## src/rtl/serial_frame_serializer.sv

```systemverilog
// Parallel-to-serial frame transmitter: preamble, data MSB first, then an idle gap.
// Drives the serial data_in of the downstream 4-bit shift register, one bit per clock.
module serial_frame_serializer #(
   parameter int                      WIDTH        = 8,
   parameter int                      PREAMBLE_LEN = 4,
   parameter logic [PREAMBLE_LEN-1:0] PREAMBLE     = 4'b1010,
   parameter int                      GAP_CYCLES   = 2
) (
   input  logic             clk,
   input  logic             reset,
   input  logic             in_valid,
   input  logic [WIDTH-1:0] in_data,
   output logic             in_ready,
   output logic             serial_out,
   output logic             frame_active,
   output logic             frame_done,
   output logic [1:0]       state_dbg
);

   localparam int MAX_PW  = (PREAMBLE_LEN > WIDTH) ? PREAMBLE_LEN : WIDTH;
   localparam int MAX_LEN = (MAX_PW > GAP_CYCLES) ? MAX_PW : GAP_CYCLES;
   localparam int CNT_W   = $clog2(MAX_LEN + 1);

   localparam logic [CNT_W-1:0] PRE_LAST  = CNT_W'(PREAMBLE_LEN - 1);
   localparam logic [CNT_W-1:0] DATA_LAST = CNT_W'(WIDTH - 1);
   localparam logic [CNT_W-1:0] GAP_LAST  = CNT_W'((GAP_CYCLES > 0) ? GAP_CYCLES - 1 : 0);

   typedef enum logic [1:0] {
      ST_IDLE     = 2'd0,
      ST_PREAMBLE = 2'd1,
      ST_DATA     = 2'd2,
      ST_GAP      = 2'd3
   } state_t;

   // Handshake: a word transfers on a rising edge where in_valid && in_ready.
   // in_ready depends only on registered state (and reset), never on in_valid.
   // The upstream holds in_data stable until that edge; nothing is queued.

   state_t                  state_q, state_d;
   logic [CNT_W-1:0]        cnt_q, cnt_d, cnt_inc;
   logic [WIDTH-1:0]        hold_q, hold_d;
   logic [PREAMBLE_LEN-1:0] pre_q, pre_d;
   logic                    ser_d, act_d, done_d;

   assign cnt_inc   = cnt_q + 1'b1;
   assign in_ready  = (state_q == ST_IDLE) && !reset;
   assign state_dbg = state_q;

   // The state names what serial_out will carry in the cycle after this edge's decision;
   // both the bit and its framing flags are computed here and registered together.
   always_comb begin
      state_d = state_q;
      cnt_d   = cnt_q;
      hold_d  = hold_q;
      pre_d   = pre_q;
      ser_d   = 1'b0;
      act_d   = 1'b0;
      done_d  = 1'b0;
      case (state_q)
         ST_IDLE: begin
            if (in_valid) begin
               state_d = ST_PREAMBLE;
               cnt_d   = '0;
               hold_d  = in_data;
               ser_d   = PREAMBLE[PREAMBLE_LEN-1];
               pre_d   = PREAMBLE << 1;
               act_d   = 1'b1;
            end
         end
         ST_PREAMBLE: begin
            act_d = 1'b1;
            if (cnt_q == PRE_LAST) begin
               state_d = ST_DATA;
               cnt_d   = '0;
               ser_d   = hold_q[WIDTH-1];
               hold_d  = hold_q << 1;
               done_d  = (DATA_LAST == '0);
            end else begin
               cnt_d = cnt_inc;
               ser_d = pre_q[PREAMBLE_LEN-1];
               pre_d = pre_q << 1;
            end
         end
         ST_DATA: begin
            if (cnt_q == DATA_LAST) begin
               state_d = (GAP_CYCLES > 0) ? ST_GAP : ST_IDLE;
               cnt_d   = '0;
            end else begin
               cnt_d  = cnt_inc;
               ser_d  = hold_q[WIDTH-1];
               hold_d = hold_q << 1;
               act_d  = 1'b1;
               done_d = (cnt_inc == DATA_LAST);
            end
         end
         ST_GAP: begin
            if (cnt_q == GAP_LAST) begin
               state_d = ST_IDLE;
               cnt_d   = '0;
            end else begin
               cnt_d = cnt_inc;
            end
         end
         default: begin
            state_d = ST_IDLE;
            cnt_d   = '0;
         end
      endcase
   end

   always_ff @(posedge clk) begin
      if (reset) begin
         state_q      <= ST_IDLE;
         cnt_q        <= '0;
         hold_q       <= '0;
         pre_q        <= '0;
         serial_out   <= 1'b0;
         frame_active <= 1'b0;
         frame_done   <= 1'b0;
      end else begin
         state_q      <= state_d;
         cnt_q        <= cnt_d;
         hold_q       <= hold_d;
         pre_q        <= pre_d;
         serial_out   <= ser_d;
         frame_active <= act_d;
         frame_done   <= done_d;
      end
   end

endmodule

```

## config.mk

```make
export PLATFORM = sky130hd
export DESIGN_NAME = serial_frame_serializer
export DESIGN_NICKNAME = d
export VERILOG_FILES = /design/src/rtl/serial_frame_serializer.sv
export SDC_FILE = /design/constraint.sdc
export NUM_CORES = 1
export LEC_CHECK = 0
export CAP_MARGIN = 20
export CORE_AREA = 2 2 47 49
export CTS_BUF_LIST = sky130_fd_sc_hd__clkbuf_4
export DETAILED_ROUTE_END_ITERATION = 8
export DIE_AREA = 0 0 49 51
export GPL_ROUTABILITY_DRIVEN = 0
export GPL_TIMING_DRIVEN = 0
export MAX_ROUTING_LAYER = met4
export PLACE_DENSITY = 0.81
export SLEW_MARGIN = 20
export SYNTH_ARGS = -nofsm -noshare
export SYNTH_HDL_FRONTEND = slang
export SYNTH_SLANG_ARGS = --single-unit
```

## constraint.sdc

```tcl
create_clock -name clk -period 3.5 [get_ports clk]
set_input_delay 0.525 -clock clk [delete_from_list [all_inputs] [get_ports clk]]
set_output_delay 0.525 -clock clk [all_outputs]
set_load 0.05 [all_outputs]
```

# --- After elaboration in Yosys (flattened, before gate mapping) ---
# Cells that the tools add are included.
totals:
  out_inout_bits: 6
  ff_bits: 21
classes:
  n_eq_ne: 13
  mux: 23
  add_sub_neg: 1
  n_bitwise: 1
  n_reduce_logical: 9
op_table:
  columns: ["operator", "n"]
  rows:
  - ["4-bit 2-to-1 mux", 6]
  - ["8-bit 2-to-1 mux", 3]
  - ["8-bit one-hot mux with 3 select lines", 1]
  - ["4-bit one-hot mux with 4 select lines", 1]
  - ["2-bit inequality test, second input constant", 6]
  - ["4-bit by 3-bit equality test with 1-bit output, second input constant", 2]
  - ["2-bit 2-to-1 mux", 4]
  - ["2-bit one-hot mux with 4 select lines", 1]
  - ["4-bit one-hot mux with 2 select lines", 1]
  - ["4-bit AND reduction", 2]
  - ["1-bit one-hot mux with 3 select lines", 2]
  - ["4-bit by 1-bit adder with 4-bit output, second input constant", 1]
  - ["2-bit equality test, second input constant", 2]
  - ["4-bit by 1-bit equality test with 1-bit output, second input constant", 1]
  - ["4-bit by 2-bit equality test with 1-bit output, second input constant", 1]
  - ["1-bit 2-to-1 mux", 4]
  - ["3-bit AND reduction", 1]
  - ["3-bit nonzero test", 1]
  - ["3-bit OR reduction", 1]
  - ["2-bit by 1-bit equality test with 1-bit output, second input constant", 1]
  - ["2-bit zero test", 1]
  - ["2-bit nonzero test", 1]
  - ["1-bit logical AND", 1]
  - ["1-bit zero test", 1]
  - ["1-bit inverter", 1]

# --- Depth between registers and ports, before layout ---
# Gate-level depths: netlist (run 1).
depth:
  word_depth: 3
  ltp_mapped: 8
  mapped_depth_nobuf: 6

# --- Least setup slack after synthesis (run 1) ---
# No wires, ideal clock.
synth_path:
  kind: "register to output"
  from: "reg state_q[1] (netlist: state_dbg[1])"
  to: "out in_ready"
  arrival_ns: 1.822
  slack_ns: 1.153
  path_stages_with_launch: 5
  path_cell_list: "dfxtp_1 > inv_1 > ha_1 > clkbuf_1 > nor2b_1"
synth_between:
  elab_chain_len: 2
synth_lines:
  columns: ["item", "line_no", "text"]
  rows:
  - ["start, declared", "39", "state_t state_q, state_d;"]
  - ["start signal, assigned", "121", "state_q <= state_d;"]
  - ["2-bit zero test", "46", "assign in_ready = (state_q == ST_IDLE) && !reset;"]
  - ["1-bit logical AND", "46", null]
  - ["end, declared", "13", "output logic in_ready,"]
# Every way passes these cells.

# --- Worst setup path after layout (run 1) ---
# Ends and elaborated chain as after synthesis.

==> reports/summary.txt, run 1 <==
Outcome -> complete, no violations
Critical path fanouts, max -> 10
Largest net degree at the start of global routing -> 11
Final worst setup slack -> 0.696 ns
Routed WL per cell -> 13.4 µm
Setup Fix Bufs, Post-CTS -> 0
Final #Nets -> 155
Peak supply drop -> 464 µV
Synth Register Bits -> 19
Area of the core -> 2060 µm²
Via count -> 912
Diodes inserted -> 0
Net Sw Power -> 495 µW
Yosys Warn Count -> 0
Number of global-route vias before repair -> 872
Placed insts -> 159
Clock skew -> 0.00772 ns
CTS Sinks -> 19
Peak per-stage delay on the critical path -> 0.82 ns
Hold path start -> pre_q[2]
Synthesized cell area -> 1100 µm²
PD cells -> 843 nW/µm²
Initial Utilization -> 0.534
Worst R2R End -> state_dbg[1]
Port-buffer cells -> 15
Hold Path End -> pre_q[2]
# H-tree levels -> 1
Gate power share -> 0.601
Worst-Skew Late Latency -> 0.30 ns
Reg-to-reg critical path startpoint -> state_dbg[1]
Setup_tns -> 0 ns
Rows -> 17
Worst hold stages -> 2
# hold bufs at CTS -> 0
Post-synthesis cell count -> 116
Switching portion of total power -> 0.446
FMAX -> 357 MHz
Clock share of power -> 0.111
Most common cell after layout, fill and taps aside -> dfxtp_1
First-pass GRT wire length -> 3830 µm
Fin crit share -> 0.801
Cell Chain, Critical Path -> inv_1 -> ha_1 -> clkbuf_1 -> nor2b_1 -> clkdlybuf4s50_1
Internal power -> 614 µW
Hold Path Class -> flop to flop
Setup crit start -> state_dbg[1]
Die height -> 51 µm
Slack of the worst reg-to-reg path -> 1.45 ns
Clock Tree Root -> clkbuf_4
DR iter-0 viols -> 14
Crit path capture type -> output port
Cts repair resizes -> 0
Worst Tran Pin Value -> 0.590 ns
GRT Util Overall -> 0.205
Number of enable flip-flop cells after synthesis -> 0
Syn Area/Cell -> 9.49 µm²
CP required -> 2.97 ns
Hpwl dp -> 1650 µm
Cell count of the worst reg-to-reg path -> 7
Slew Viols, Final -> 0
WP buf/inv -> 3
Register area share after synthesis -> 0.345
Reg clk slew, reported paths -> 0.11 ns
Pre-CTS setup slack -> 1.04 ns
I/O pin total -> 17
Die area -> 2500 µm²
Initial antenna violation count -> 0
Synth-to-layout area growth -> 19.5%
Gr ovfl total -> 0
Most frequent cells in the layout -> dfxtp_1 (19), clkdlybuf4s50_1 (15), a21oi_1 (10)
DRC Markers -> 0
Cell family with most CP delay -> buffers and inverters
Max-capacitance violation count -> 0
Startpoint types -> flop
Final setup violation count -> 0
Remaining antenna violation count after routing -> 0
Share of flip-flops with an asynchronous set or reset -> 0
Share of layout cells above drive strength 1 -> 0.119
Non-filler cells, final -> 163
Main synth FF type -> dfxtp_1
CTS Buf Count -> 3
Sequential share of power -> 0.288
Via/cell ratio -> 5.60
RSZ-0062 raised after global routing -> false
CTS tree -> yes
Post-synthesis net count -> 135
Arrival time at the worst endpoint -> 2.28 ns
Drt pass-1 iters -> 4
Final hold vios -> 0
Critical Setup Path Class -> flop to output port
Netlist cell types -> 40
Slew margin rel. -> 0.607
Minimum clock period -> 2.80 ns
Die W -> 49 µm
Clock Tree Buf Depth -> 2
CP max-delay cell -> clkdlybuf4s50_1
LEAKAGE -> 0.511 nW
Hold slack -> 0.510 ns
Total wire length -> 2190 µm
logic make-up (layout without fill, tap and decap cells):
logic type      after synthesis  in the layout  share of synthesized area
compound gates               34             34                      0.252
xor+xnor                      2              2                     0.0159
fa+ha+maj                     8              8                     0.0909
buf+inv                      13             32                     0.0614
flops                        19             19                      0.345
mux                           7              7                     0.0636
simple gates                 33             33                      0.170
flip-flops by register name, summed over array words and instances (netlist names):
register      count
hold_q            8
cnt_q             4
pre_q             2
state_dbg         2
frame_active      1
frame_done        1
serial_out        1
through the flow:
stage          area, µm²  utilization  total power [mW]
3_3_place_gp        1290        0.623             0.972
4_1_cts             1320        0.638              1.11
3_5_place_dp        1290        0.623             0.988
5_1_grt             1320        0.638              1.19
2_1_floorplan       1100            -             0.847
6_report            1320        0.638              1.11
power by group through the flow:
stage | combinational, mW | clock [mW] | sequential, mW
after CTS | 0.668 | 0.125 | 0.319
after detailed placement | 0.666 | 0 | 0.323
after global routing | 0.727 | 0.136 | 0.328
after floorplan | 0.470 | 0 | 0.377
after global placement | 0.651 | 0 | 0.320
final | 0.667 | 0.123 | 0.320
worst register-to-register path, stage by stage, from the launching register on:
cell       delay (ns)
dfxtp_1          0.44
inv_1            0.11
ha_1             0.18
buf_2            0.17
and2b_2          0.23
a2111oi_4        0.45
a211oi_1         0.14
a41o_1           0.22
layer usage:
metal,wire (µm),GRT usage
met5,0,-
met4,35,0.0952
met3,80,0.0322
met2,1060,0.347
met1,1010,0.240
Yosys cell counts, types with 2 or more instances:
master,number,area share
dfxtp_1,19,0.35
a311oi_1,6,0.048
xor2_1,2,0.016
nor2b_1,4,0.023
inv_1,6,0.020
a32oi_1,2,0.016
ha_1,8,0.091
nor2_1,5,0.017
nand2_1,7,0.024
o21ai_0,3,0.014
a21oi_1,10,0.045
mux2i_1,7,0.064
clkbuf_1,3,0.010
a211oi_1,3,0.020
nand2b_1,2,0.011
or3_1,3,0.017
nand3_1,3,0.014
how the worst max path moves through the flow:
stage                     slack, ns  depth (start not counted)        to
after floorplan                1.15                          4  in_ready
after global placement         1.05                          5  in_ready
after detailed placement       1.04                          5  in_ready
after CTS                      0.69                          5  in_ready
after global routing           0.56                          5  in_ready
final                          0.70                          5  in_ready
layout make-up:
cell class | instances | area [µm²]
fillers | 184 | 747
multi-input cells | 84 | 653
flip-flops and latches | 19 | 380
repair buffers | 15 | 150
plain buffers | 7 | 45.0
well taps | 28 | 35.0
clock buffers | 4 | 30.0
inverters | 6 | 22.5
(Power assumes the default switching activity.)
==> run 2, diff against run 1 <==
--- a/config.mk
+++ b/config.mk
@@ -6,14 +6,14 @@
 export NUM_CORES = 1
 export LEC_CHECK = 0
 export CAP_MARGIN = 20
-export CORE_AREA = 2 2 47 49
+export CORE_AREA = 2 2 48 50
 export CTS_BUF_LIST = sky130_fd_sc_hd__clkbuf_4
 export DETAILED_ROUTE_END_ITERATION = 8
-export DIE_AREA = 0 0 49 51
+export DIE_AREA = 0 0 50 52
 export GPL_ROUTABILITY_DRIVEN = 0
 export GPL_TIMING_DRIVEN = 0
 export MAX_ROUTING_LAYER = met4
-export PLACE_DENSITY = 0.81
+export PLACE_DENSITY = 0.78
 export SLEW_MARGIN = 20
 export SYNTH_ARGS = -nofsm -noshare
 export SYNTH_HDL_FRONTEND = slang
==> constraint.sdc (replaced) <==
create_clock -name clk -period 2.7 [get_ports clk]
set_input_delay 0.405 -clock clk [delete_from_list [all_inputs] [get_ports clk]]
set_output_delay 0.405 -clock clk [all_outputs]
set_load 0.05 [all_outputs]
==> reports/summary.txt, run 2 (synthesized netlist as in run 1, its figures left out) <==
Outcome -> complete, no violations
Worst-Skew Late Latency -> 0.31 ns (about the same)
Diodes inserted -> 0 (unchanged)
Switching portion of total power -> 0.451 (+0.00500)
Max-capacitance violation count -> 0 (unchanged)
Die height -> 52 µm (+2.0%)
Critical path fanouts, max -> 10 (unchanged)
Worst Tran Pin Value -> 0.587 ns (-0.00253 ns)
Placed insts -> 159 (unchanged)
Most frequent cells in the layout -> dfxtp_1 (19), clkdlybuf4s50_1 (14), a21oi_1 (10)
Die W -> 50 µm (+2.0%)
WP buf/inv -> 3 (unchanged)
Minimum clock period -> 2.51 ns
Initial Utilization -> 0.523 (-0.0108)
First-pass GRT wire length -> 3840 µm (+0.18%)
LEAKAGE -> 0.513 nW (+0.47%)
Initial antenna violation count -> 0 (unchanged)
Hold Path End -> hold_q[1]
Biggest register -> hold_q
Routed WL per cell -> 14.1 µm (+5.5%)
Rows -> 17 (unchanged)
Hold path start -> reset
Critical Setup Path Class -> flop to output port
Slew margin rel. -> 0.608 (+0.00168)
Cell count of the worst reg-to-reg path -> 8 (+1)
Slew Viols, Final -> 0 (unchanged)
Max FFs per register -> 8 (unchanged)
GRT Util Overall -> 0.203 (-0.00190)
Total power -> 1.45 mW (+31%)
Fin crit share -> 0.928
Cell Chain, Critical Path -> inv_1 -> ha_1 -> clkbuf_1 -> nor2b_1 -> dlygate4sd2_1
Area of the core -> 2110 µm² (+2.1%)
I/O pin total -> 17 (unchanged)
DR iter-0 viols -> 9 (-5)
CTS Sinks -> 19 (unchanged)
Gr ovfl total -> 0 (unchanged)
Reg-to-reg critical path startpoint -> state_dbg[0]
PD cells -> 1100 nW/µm² (+31%)
Reg clk slew, reported paths -> 0.11 ns (about the same)
Final setup violation count -> 0 (unchanged)
# hold bufs at CTS -> 0 (unchanged)
# H-tree levels -> 1 (unchanged)
Most common cell after layout, fill and taps aside -> dfxtp_1
Internal power -> 795 µW (+29%)
Clock Tree Buf Depth -> 2 (unchanged)
Gate power share -> 0.604 (+0.003)
Non-filler cells, final -> 163 (unchanged)
Total wire length -> 2310 µm (+5.5%)
Peak supply drop -> 666 µV (+43%)
Final #Nets -> 155 (unchanged)
CTS Buf Count -> 3 (unchanged)
Remaining antenna violation count after routing -> 0 (unchanged)
Share of layout cells above drive strength 1 -> 0.119 (unchanged)
Startpoint types -> flop
CTS tree -> yes
Setup_tns -> 0 ns (unchanged)
Drt pass-1 iters -> 4 (unchanged)
Hpwl dp -> 1700 µm (+2.6%)
CP max-delay cell -> dlygate4sd2_1
Clock skew -> 0.00569 ns (-0.00203 ns)
Biggest regs -> hold_q x8, cnt_q x4
Worst hold stages -> 2 (unchanged)
RSZ-0062 raised after global routing -> false
Arrival time at the worst endpoint -> 2.10 ns (-0.18 ns)
Hold Path Class -> primary input to flop
FMAX -> 399 MHz
Peak per-stage delay on the critical path -> 0.55 ns (-0.27 ns)
Final hold vios -> 0 (unchanged)
Hold slack -> 0.493 ns (-0.0172 ns)
Slack of the worst reg-to-reg path -> 0.64 ns (-0.81 ns)
Via/cell ratio -> 5.70 (+1.9%)
Clock Tree Root -> clkbuf_4
Crit path capture type -> output port
DRC Markers -> 0 (unchanged)
Largest net degree at the start of global routing -> 11 (unchanged)
Via count -> 929 (+1.9%)
Die area -> 2600 µm² (+4.0%)
CP required -> 2.30 ns (-0.67 ns)
Net Sw Power -> 655 µW (+32%)
Sequential share of power -> 0.286 (-0.002)
Cell family with most CP delay -> buffers and inverters
Port-buffer cells -> 15 (unchanged)
Worst R2R End -> hold_q[0]
Number of global-route vias before repair -> 865 (-0.80%)
Clock share of power -> 0.110 (about the same)
Synth-to-layout area growth -> 19.4% (about the same)
==> run 2: cell count changes in the layout (fill, tap and decap cells not counted) <==
| cell | delta |
|---|---|
| clkdlybuf4s50_1 | -1 |
| dlygate4sd2_1 | +1 |
==> run 2: area by class of cell <==
class	instances	area, µm²
buffer	7	45.0
multi-input combinational	84	653
sequential	19	380
inverter	6	22.5
tap	28	35.0
fill	181	791
clock buffer	4	30.0
timing repair buffer	15	149
==> run 2: timing repair <==
item                                    CTS  global route
endpoints found under the hold margin     0             0
resized for setup                         1             0
buffers inserted                          0             0
endpoints found under the setup margin    1             0
==> run 2: layer usage <==
layer	vias up	part of all wire	GRT usage	wire length, µm
met5	-	0	-	0
met1	437	0.47	0.243	1070
met3	5	0.040	0.0374	92
li1	465	-	-	-
met4	0	0.024	0.111	55
met2	22	0.47	0.322	1080
==> run 2: worst max path at each step <==
| stage | startpoint | endpoint | cells after the start |
|---|---|---|---|
| global route | state_dbg[0] | in_ready | 5 |
| global placement | state_dbg[1] | in_ready | 5 |
| floorplan | state_dbg[1] | cnt_q[3] | 7 |
| detailed placement | state_dbg[0] | in_ready | 5 |
| finish | state_dbg[0] | in_ready | 5 |
| CTS | state_dbg[0] | in_ready | 5 |
==> run 2: through the flow <==
stage               setup WS, ns  area, µm²   util
global route              0.0550       1320  0.624
global placement           0.350       1290  0.611
floorplan                  0.447       1100      -
CTS                        0.185       1320  0.624
detailed placement         0.293       1290  0.611
finish                     0.194       1320  0.624
==> run 2: power by group through the flow <==
stage                     Combinational [mW]  Clock, mW  Sequential, mW
after floorplan                        0.609          0           0.489
after global placement                 0.850          0           0.416
after detailed placement               0.869          0           0.422
after CTS                              0.877      0.166           0.415
after global routing                   0.945      0.177           0.425
final                                  0.875      0.160           0.415
==> run 3, diff against run 2 <==
--- a/config.mk
+++ b/config.mk
@@ -6,14 +6,14 @@
 export NUM_CORES = 1
 export LEC_CHECK = 0
 export CAP_MARGIN = 20
-export CORE_AREA = 2 2 48 50
+export CORE_AREA = 2 2 71 46
 export CTS_BUF_LIST = sky130_fd_sc_hd__clkbuf_4
 export DETAILED_ROUTE_END_ITERATION = 8
-export DIE_AREA = 0 0 50 52
+export DIE_AREA = 0 0 73 48
 export GPL_ROUTABILITY_DRIVEN = 0
 export GPL_TIMING_DRIVEN = 0
 export MAX_ROUTING_LAYER = met4
-export PLACE_DENSITY = 0.78
+export PLACE_DENSITY = 0.6
 export SLEW_MARGIN = 20
 export SYNTH_ARGS = -nofsm -noshare
 export SYNTH_HDL_FRONTEND = slang
==> reports/summary.txt, run 3 (synthesized netlist as in run 1, its figures left out) <==
Rows -> 15 (-2)
LEAKAGE -> 0.513 nW (unchanged)
Gr ovfl total -> 0 (unchanged)
Minimum clock period -> 2.45 ns (-0.0517 ns)
PD cells -> 1100 nW/µm² (-0.21%)
Setup Fix Bufs, Post-CTS -> 0 (unchanged)
GRT Util Overall -> 0.156 (-0.0465)
Crit path capture type -> output port
CP required -> 2.30 ns (about the same)
# H-tree levels -> 1 (unchanged)
Initial antenna violation count -> 0 (unchanged)
Cts repair resizes -> 1 (unchanged)
DRC Markers -> 0 (unchanged)
Largest net degree at the start of global routing -> 11 (unchanged)
Peak supply drop -> 445 µV (-33%)
Die area -> 3500 µm² (+35%)
Via count -> 919 (-1.1%)
Peak per-stage delay on the critical path -> 0.55 ns (about the same)
WP buf/inv -> 3 (unchanged)
Met3 Use GR -> 0.0442 (+0.00685)
Die height -> 48 µm (-7.7%)
Met2 Track Usage GR -> 0.213 (-0.110)
Via/cell ratio -> 5.44 (-4.6%)
Critical path fanouts, max -> 10 (unchanged)
Remaining antenna violation count after routing -> 0 (unchanged)
CTS tree -> yes
Slack of the worst reg-to-reg path -> 0.59 ns (-0.05 ns)
Hold Path End -> hold_q[3]
Startpoint types -> flop
Share of layout cells above drive strength 1 -> 0.119 (unchanged)
I/O pin total -> 17 (unchanged)
Synth-to-layout area growth -> 20.1%
Non-filler cells, final -> 169 (+3.7%)
DR iter-0 viols -> 53 (+44)
Setup_tns -> 0 ns (unchanged)
Most used routing layer -> met1
# hold bufs at CTS -> 0 (unchanged)
Hold path start -> reset
Worst-Skew Late Latency -> 0.29 ns (-0.02 ns)
Biggest register -> hold_q
Cell family with most CP delay -> buffers and inverters
Most common cell after layout, fill and taps aside -> dfxtp_1
Port-buffer cells -> 15 (unchanged)
Fin crit share -> 0.909 (-0.0192)
Reg clk slew, reported paths -> 0.10 ns (about the same)
Most frequent cells in the layout -> dfxtp_1 (19), clkdlybuf4s50_1 (14), a21oi_1 (10)
Clock Tree Buf Depth -> 2 (unchanged)
CP max-delay cell -> dlygate4sd2_1
Hold Path Class -> primary input to flop
Worst Tran Pin Value -> 0.580 ns (-0.00768 ns)
Worst hold stages -> 2 (unchanged)
Diodes inserted -> 0 (unchanged)
Biggest regs -> hold_q x8, cnt_q x4
Final hold vios -> 0 (unchanged)
Arrival time at the worst endpoint -> 2.05 ns (-0.05 ns)
Cell Chain, Critical Path -> inv_1 -> ha_1 -> clkbuf_1 -> nor2b_1 -> dlygate4sd2_1
Slew margin rel. -> 0.614 (+0.00512)
Number of global-route vias before repair -> 805 (-6.9%)
Total wire length -> 2360 µm (+2.2%)
Final setup violation count -> 0 (unchanged)
FMAX -> 407 MHz (+2.1%)
Initial Utilization -> 0.394 (-0.129)
Slew Viols, Final -> 0 (unchanged)
Hpwl dp -> 1750 µm (+3.1%)
Reg-to-reg critical path startpoint -> state_dbg[1]
CTS Buf Count -> 3 (unchanged)
Final #Nets -> 155 (unchanged)
Clock Tree Root -> clkbuf_4
Drt pass-1 iters -> 4 (unchanged)
Cell count of the worst reg-to-reg path -> 7 (-1)
Worst R2R End -> hold_q[6]
Die W -> 73 µm (+46%)
Routed WL per cell -> 13.9 µm (-1.4%)
Outcome -> complete, no violations
RSZ-0062 raised after global routing -> false
Global-route met1 utilization -> 0.223 (-0.0198)
First-pass GRT wire length -> 3930 µm (+2.3%)
Critical Setup Path Class -> flop to output port
Placed insts -> 165 (+3.8%)
Max FFs per register -> 8 (unchanged)
CTS Sinks -> 19 (unchanged)
Max-capacitance violation count -> 0 (unchanged)
Area of the core -> 2800 µm² (+33%)
Clock skew -> 0.00261 ns (-0.00308 ns)
## run 3: layout make-up
class	count	area [µm²]
plain buffers	7	45.0
clock buffers	4	30.0
fillers	262	1470
inverters	6	22.5
multi-input cells	84	653
flip-flops and latches	19	380
well taps	34	42.5
repair buffers	15	149
## run 3: per-layer routing
| metal | part of all wire | wire (µm) | vias to the layer above |
|---|---|---|---|
| met1 | 0.56 | 1330 | 435 |
| met4 | 0.0089 | 21 | 0 |
| met5 | 0 | 0 | - |
| met3 | 0.032 | 76 | 2 |
| met2 | 0.40 | 934 | 16 |
| li1 | - | - | 466 |
## run 3: report_power, final
group | total [mW] | switching, mW | internal, mW
Combinational | 0.889 | 0.524 | 0.365
Clock | 0.154 | 0.0862 | 0.0675
Sequential | 0.412 | 0.0526 | 0.359
Total | 1.46 | 0.663 | 0.792
## run 3: worst max-delay path by stage
stage	from	to	slack (ns)	cells past startpoint
after CTS	state_dbg[1]	in_ready	0.26	5
after floorplan	state_dbg[1]	cnt_q[3]	0.45	7
after global routing	state_dbg[1]	in_ready	0.13	5
after detailed placement	state_dbg[1]	in_ready	0.31	5
final	state_dbg[1]	in_ready	0.25	5
after global placement	state_dbg[1]	in_ready	0.34	5
## run 3: through the flow
| step | cell area [µm²] | setup slack [ns] | utilization | hold slack, ns | power, mW |
|---|---|---|---|---|---|
| finish | 1320 | 0.245 | 0.473 | 0.509 | 1.46 |
| CTS | 1320 | 0.257 | 0.473 | 0.498 | 1.45 |
| floorplan | 1100 | 0.447 | - | 0.454 | 1.10 |
| global route | 1320 | 0.127 | 0.473 | 0.519 | 1.56 |
| global placement | 1290 | 0.339 | 0.463 | 0.478 | 1.29 |
| detailed placement | 1290 | 0.312 | 0.463 | 0.487 | 1.30 |
## run 3: worst reg2reg max path, delay by kind of cell, from the launching register on
family / cells / cell delay, ns
AOI/OAI and AO/OA: 2 / 0.43
buffers and inverters: 3 / 0.64
adders and majority gates: 1 / 0.16
and+or+nand+nor: 1 / 0.42
DFF: 1 / 0.36
